--- config.mk ---
export PLATFORM = sky130hd
export DESIGN_NAME = gemm_tile_sequencer
export DESIGN_NICKNAME = d
export VERILOG_FILES = /design/src/rtl/gemm_tile_sequencer.sv
export SDC_FILE = /design/constraint.sdc
export NUM_CORES = 1
export LEC_CHECK = 0
export ABC_AREA = 1
export BUFFER_PORTS_ARGS = -buffer_cell sky130_fd_sc_hd__buf_4
export CAP_MARGIN = 20
export CORE_AREA = 2 2 123 184
export CTS_CLUSTER_SIZE = 14
export DETAILED_ROUTE_END_ITERATION = 12
export DIE_AREA = 0 0 125 186
export GPL_TIMING_DRIVEN = 0
export PLACE_DENSITY = 0.95
export SKIP_CTS_REPAIR_TIMING = 1
export SLEW_MARGIN = 20
export SYNTH_ARGS = -nofsm -noshare
export SYNTH_HDL_FRONTEND = slang
export SYNTH_SLANG_ARGS = --single-unit
--- constraint.sdc ---
create_clock -name clk -period 11.8 [get_ports clk]
set_input_delay 1.18 -clock clk [delete_from_list [all_inputs] [get_ports clk]]
set_output_delay 1.18 -clock clk [all_outputs]
set_load 0.1 [all_outputs]
--- src/rtl/gemm_tile_sequencer.sv ---
// GEMM tile sequencer: pops one tile configuration and walks the B-load, A-load, compute and
// C-store phases. Row addresses are formed by stride accumulation.
module gemm_tile_sequencer (
   input  logic        clk,
   input  logic        rst,
   input  logic        conf_empty,
   output logic        read_all_buffers,
   input  logic [31:0] tile_A_addr,
   input  logic [31:0] tile_B_addr,
   input  logic [31:0] tile_C_addr,
   input  logic [31:0] tile_A_stride,
   input  logic [31:0] tile_B_stride,
   input  logic [4:0]  msize,
   input  logic [4:0]  ksize,
   input  logic [4:0]  nsize,
   input  logic        store,
   input  logic        overwrite,
   output logic        mem_valid,
   input  logic        mem_ready,
   output logic [31:0] mem_addr,
   output logic        mem_we,
   output logic [1:0]  mem_sel,
   output logic        array_start,
   output logic        array_overwrite,
   input  logic        array_done,
   output logic        busy,
   output logic        tile_done
);

   typedef enum logic [2:0] {StIdle, StLoadB, StLoadA, StCompute, StStoreC, StDone} state_t;

   state_t      r_state, w_next_state;
   logic [31:0] r_addr, w_next_addr;
   logic [4:0]  r_row, w_next_row;
   logic [31:0] r_a_addr, r_c_addr, r_a_stride, r_b_stride;
   logic [4:0]  r_msize, r_ksize, r_nsize;
   logic        r_store, r_overwrite, r_start;
   logic        w_pop, w_enter_compute, w_mem_phase, w_accept, w_last_row;
   logic [4:0]  w_row_limit;
   logic        w_unused_nsize;

   // nsize only describes the tile to the array; it never changes the request count.
   assign w_unused_nsize = ^r_nsize;

   assign w_mem_phase = (r_state == StLoadB) || (r_state == StLoadA) || (r_state == StStoreC);
   assign w_accept    = w_mem_phase && mem_ready;
   assign w_row_limit = (r_state == StLoadB) ? r_ksize : r_msize;
   assign w_last_row  = (r_row == w_row_limit - 5'd1);

   always_comb begin
      w_next_state    = r_state;
      w_next_addr     = r_addr;
      w_next_row      = r_row;
      w_pop           = 1'b0;
      w_enter_compute = 1'b0;
      unique case (r_state)
         StIdle: begin
            if (!conf_empty) begin
               w_pop      = 1'b1;
               w_next_row = 5'd0;
               // Zero-sized phases are skipped entirely.
               if (ksize != 5'd0) begin
                  w_next_state = StLoadB;
                  w_next_addr  = tile_B_addr;
               end else if (msize != 5'd0) begin
                  w_next_state = StLoadA;
                  w_next_addr  = tile_A_addr;
               end else begin
                  w_next_state    = StCompute;
                  w_enter_compute = 1'b1;
               end
            end
         end
         StLoadB: begin
            if (w_accept) begin
               if (!w_last_row) begin
                  w_next_addr = r_addr + r_b_stride;
                  w_next_row  = r_row + 5'd1;
               end else if (r_msize != 5'd0) begin
                  w_next_state = StLoadA;
                  w_next_addr  = r_a_addr;
                  w_next_row   = 5'd0;
               end else begin
                  w_next_state    = StCompute;
                  w_enter_compute = 1'b1;
               end
            end
         end
         StLoadA: begin
            if (w_accept) begin
               if (!w_last_row) begin
                  w_next_addr = r_addr + r_a_stride;
                  w_next_row  = r_row + 5'd1;
               end else begin
                  w_next_state    = StCompute;
                  w_enter_compute = 1'b1;
               end
            end
         end
         StCompute: begin
            if (array_done) begin
               if (r_store && (r_msize != 5'd0)) begin
                  w_next_state = StStoreC;
                  w_next_addr  = r_c_addr;
                  w_next_row   = 5'd0;
               end else begin
                  w_next_state = StDone;
               end
            end
         end
         StStoreC: begin
            if (w_accept) begin
               if (!w_last_row) begin
                  // C rows share the B stride.
                  w_next_addr = r_addr + r_b_stride;
                  w_next_row  = r_row + 5'd1;
               end else begin
                  w_next_state = StDone;
               end
            end
         end
         StDone:  w_next_state = StIdle;
         default: w_next_state = StIdle;
      endcase
   end

   always_ff @(posedge clk or posedge rst) begin
      if (rst) begin
         r_state     <= StIdle;
         r_addr      <= 32'd0;
         r_row       <= 5'd0;
         r_a_addr    <= 32'd0;
         r_c_addr    <= 32'd0;
         r_a_stride  <= 32'd0;
         r_b_stride  <= 32'd0;
         r_msize     <= 5'd0;
         r_ksize     <= 5'd0;
         r_nsize     <= 5'd0;
         r_store     <= 1'b0;
         r_overwrite <= 1'b0;
         r_start     <= 1'b0;
      end else begin
         r_state <= w_next_state;
         r_addr  <= w_next_addr;
         r_row   <= w_next_row;
         r_start <= w_enter_compute;
         if (w_pop) begin
            r_a_addr    <= tile_A_addr;
            r_c_addr    <= tile_C_addr;
            r_a_stride  <= tile_A_stride;
            r_b_stride  <= tile_B_stride;
            r_msize     <= msize;
            r_ksize     <= ksize;
            r_nsize     <= nsize;
            r_store     <= store;
            r_overwrite <= overwrite;
         end
      end
   end

   // The pop is combinational on conf_empty, so it must be masked while reset is held.
   assign read_all_buffers = w_pop && !rst;
   assign mem_valid        = w_mem_phase;
   assign mem_addr         = w_mem_phase ? r_addr : 32'd0;
   assign mem_we           = (r_state == StStoreC);
   assign mem_sel          = (r_state == StLoadB)  ? 2'd1 :
                             (r_state == StStoreC) ? 2'd2 : 2'd0;
   assign array_start      = r_start;
   assign array_overwrite  = r_overwrite;
   assign busy             = (r_state != StIdle);
   assign tile_done        = (r_state == StDone);

endmodule

==> results by group <==
Run status
  • Outcome: finished with violations
  • Failing checks: design-rule violations

Flow run
  • Max Cap Viol: 0

Drt
  • 1st-iter DRT viols: ~1,800
  • Final wirelength: 52.59 mm
  • Final ANT Viol Nets: 0
  • Initial DRT Pass Iterations: 10
  • Via Count: 15,240
  • DR WL/cell: between 20 and 25 um
  • Vias per inst: a little under 6
  • Residual DRC: 2

Clock tree
  • H-Tree Depth: 4
  • CTS buffer count: 17
  • Clk_lat worst skew: approximately 460 ps
  • CTS root buf: clkbuf_16
  • CTS max path bufs: 2
  • Worst-path clk slew: roughly 70 ps
  • CTS Sinks: approximately 180
  • CTS tree: yes

Critical path
  • Slack of the worst reg-to-reg path: 8450 ps
  • Startpoint types: flop
  • Crit. End Element: output pin
  • Setup crit start: r_state[1]
  • FF-to-FF path depth: 9
  • Reg-to-Reg Start: r_state[1]
  • Crit Path Class: reg2out
  • CP Max Fanout: 10
  • Reg-to-Reg End: r_c_addr[4]
  • WP data required: 10,620 ps
  • Critical Path AT: between 3000 and 4000 ps

Min path
  • Hold path endpoint: r_a_stride[29]
  • Hold wc startpoint: r_a_stride[29]
  • Hold crit path type: reg2reg
  • Hold depth: 2

Cells and area
  • Ant diodes: 0
  • Area Overhead vs Synth: 19.73%
  • Most frequent cells in the layout: 877 x nand2_1, 225 x buf_4, 216 x inv_1, 181 x dfrtp_1, 127 x nor2_1
  • Final Net Count: between 2,000 and 3,000
  • Leading cell type in the layout, fill and taps excluded: nand2_1
  • Share of cells above drive strength 1: between 10% and 20%
  • Filler cells: about 1,800

Yosys
  • Synth area leaders: dfrtp_1 34%, nand2_1 25%, inv_1 6.2%
  • Gate Count Post-Synth: between 2,000 and 2,500
  • Syn_area_per_cell: roughly 6.5 um^2
  • FFs w/ async S/R, synth: 100.0%
  • Synthesized cell area: 13,220 um^2
  • Synth cell types: between 40 and 50
  • EDFF count, synth: 0
  • Synth Flop Type: dfrtp_1
  • #FFs+latches synth: about 180
  • Post-synth top area share: about a third
  • Register area share after synthesis: around a third
  • Synth area leader: dfrtp_1
  • Total of warnings raised by yosys: 0
  • Net Count, Synth: between 2,000 and 2,500

STA
  • F_max: 220.5 MHz
  • Pins over their slew limit: 0
  • Unrepaired setup endpoints after global routing: false
  • Number of setup violations in the final report: 0
  • Setup TNS: 0 ps
  • Relative slew margins: a little under 30%
  • Post-layout minimum cycle time: 4536 ps
  • Fin. Hold Viols: 0
  • Max Clock Skew: about 9.6 ps
  • Tcrit/Tclk final: about two fifths
  • Least-Margin Pin Slew: 1053 ps

Place
  • Final HPWL DP: between 40 and 50 mm
  • PortBufs: 217
  • Gpl congestion: 1.051

Floorplan
  • FP Rows: 66
  • Die W: ~130 um
  • Starting Density: between 60% and 70%
  • CORE AREA: 21,640 um^2
  • Die Ht: approximately 190 um
  • Die area: around 23,000 um^2
  • I/O Pins: approximately 220

GRT
  • Largest net degree at the start of global routing: approximately 110
  • Vias in the first global route: between 10,000 and 15,000
  • Global-route usage over all layers: 44.98%
  • First-pass GRT wire length: 79.58 mm
  • Initial antenna violation count: 0
  • Aggregate global routing overflow: 0
[layer usage]
metal / wire (um) / vias up / global-route usage, %
li1: - / 6965 / -
met1: 17710 / 6927 / 49.11
met2: 25030 / 1015 / 77.13
met3: 4487 / 336 / 6.956
met4: 5357 / 0 / 37.29
met5: 0 / - / 0
[critical path: stages (launching register included)]
cell      delay, ps
dfrtp_1         450
inv_2            90
nor3_1          460
inv_1           310
nand2_1         190
nor2_1           90
clkinv_1        400
clkbuf_1        430
nand2_1         120
inv_1            70
buf_4           280
[synthesized netlist by cell type, types with 4 or more instances]
cell type,number
nand2_2,6
a21oi_1,119
clkbuf_1,46
ha_1,63
nand3b_1,13
buf_1,4
nand2_1,877
nand3_1,123
dfrtp_1,181
inv_2,4
inv_1,217
o21ai_0,83
nor2_1,127
nand4_1,22
or2_2,15
o21bai_1,13
xor2_1,21
xnor2_1,8
mux2i_1,9
nor3_1,20
a31oi_1,7
buf_4,8
o211ai_1,12
buf_2,6
[through the flow]
step	instances	hold slack [ps]	instance area [um^2]	utilization, %	worst slack (ps)
after floorplan	2043	442.2	13220	-	5705
after global placement	2532	455.9	15180	70.18	3811
after detailed placement	2533	460.1	15220	70.34	7900
after CTS	2563	479.4	15820	73.13	7430
after global routing	2563	499.1	15820	73.13	7118
final	2563	478.9	15820	73.13	7264
[sequential cells by signal, indices dropped and copies added, names as in the netlist]
signal	cells
r_a_addr	32
array_start	1
array_overwrite	1
r_c_addr	32
r_b_stride	32
r_addr	32
r_ksize	5
r_a_stride	32
r_row	5
r_state	3
r_store	1
r_msize	5
[final cells by class]
cell class | count | area [um^2] | area share [%]
Tap cell | 272 | 340.3 | 2.151
Clock inverter | 11 | 150.1 | 0.9489
Inverter | 224 | 848.3 | 5.361
Buffer | 66 | 300.3 | 1.898
Clock buffer | 19 | 452.9 | 2.863
Timing Repair Buffer | 218 | 1657 | 10.47
Multi-Input combinational cell | 1572 | 7545 | 47.68
Sequential cell | 181 | 4529 | 28.63
[how the worst max path moves through the flow]
stage / end / slack (ps) / depth (start not counted)
floorplan: array_overwrite / 5700 / 1
global placement: r_c_addr[29] / 3810 / 2
detailed placement: read_all_buffers / 7900 / 6
CTS: mem_addr[15] / 7430 / 10
global route: mem_addr[17] / 7120 / 10
finish: mem_addr[15] / 7260 / 10
[cell families after synthesis]
logic type	Yosys count	share of synthesized area, %
adders and majority gates	65	6.268
xor gates and xnor gates	29	1.922
buffers and inverters	290	8.635
AOI/OAI and AO/OA	251	10.43
muxes	9	0.6817
DFF	181	34.27
and+or+nand+nor	1218	37.79
Power is not shown: default switching activity piles up to over one toggle a cycle in this logic, so the estimate is an artifact.
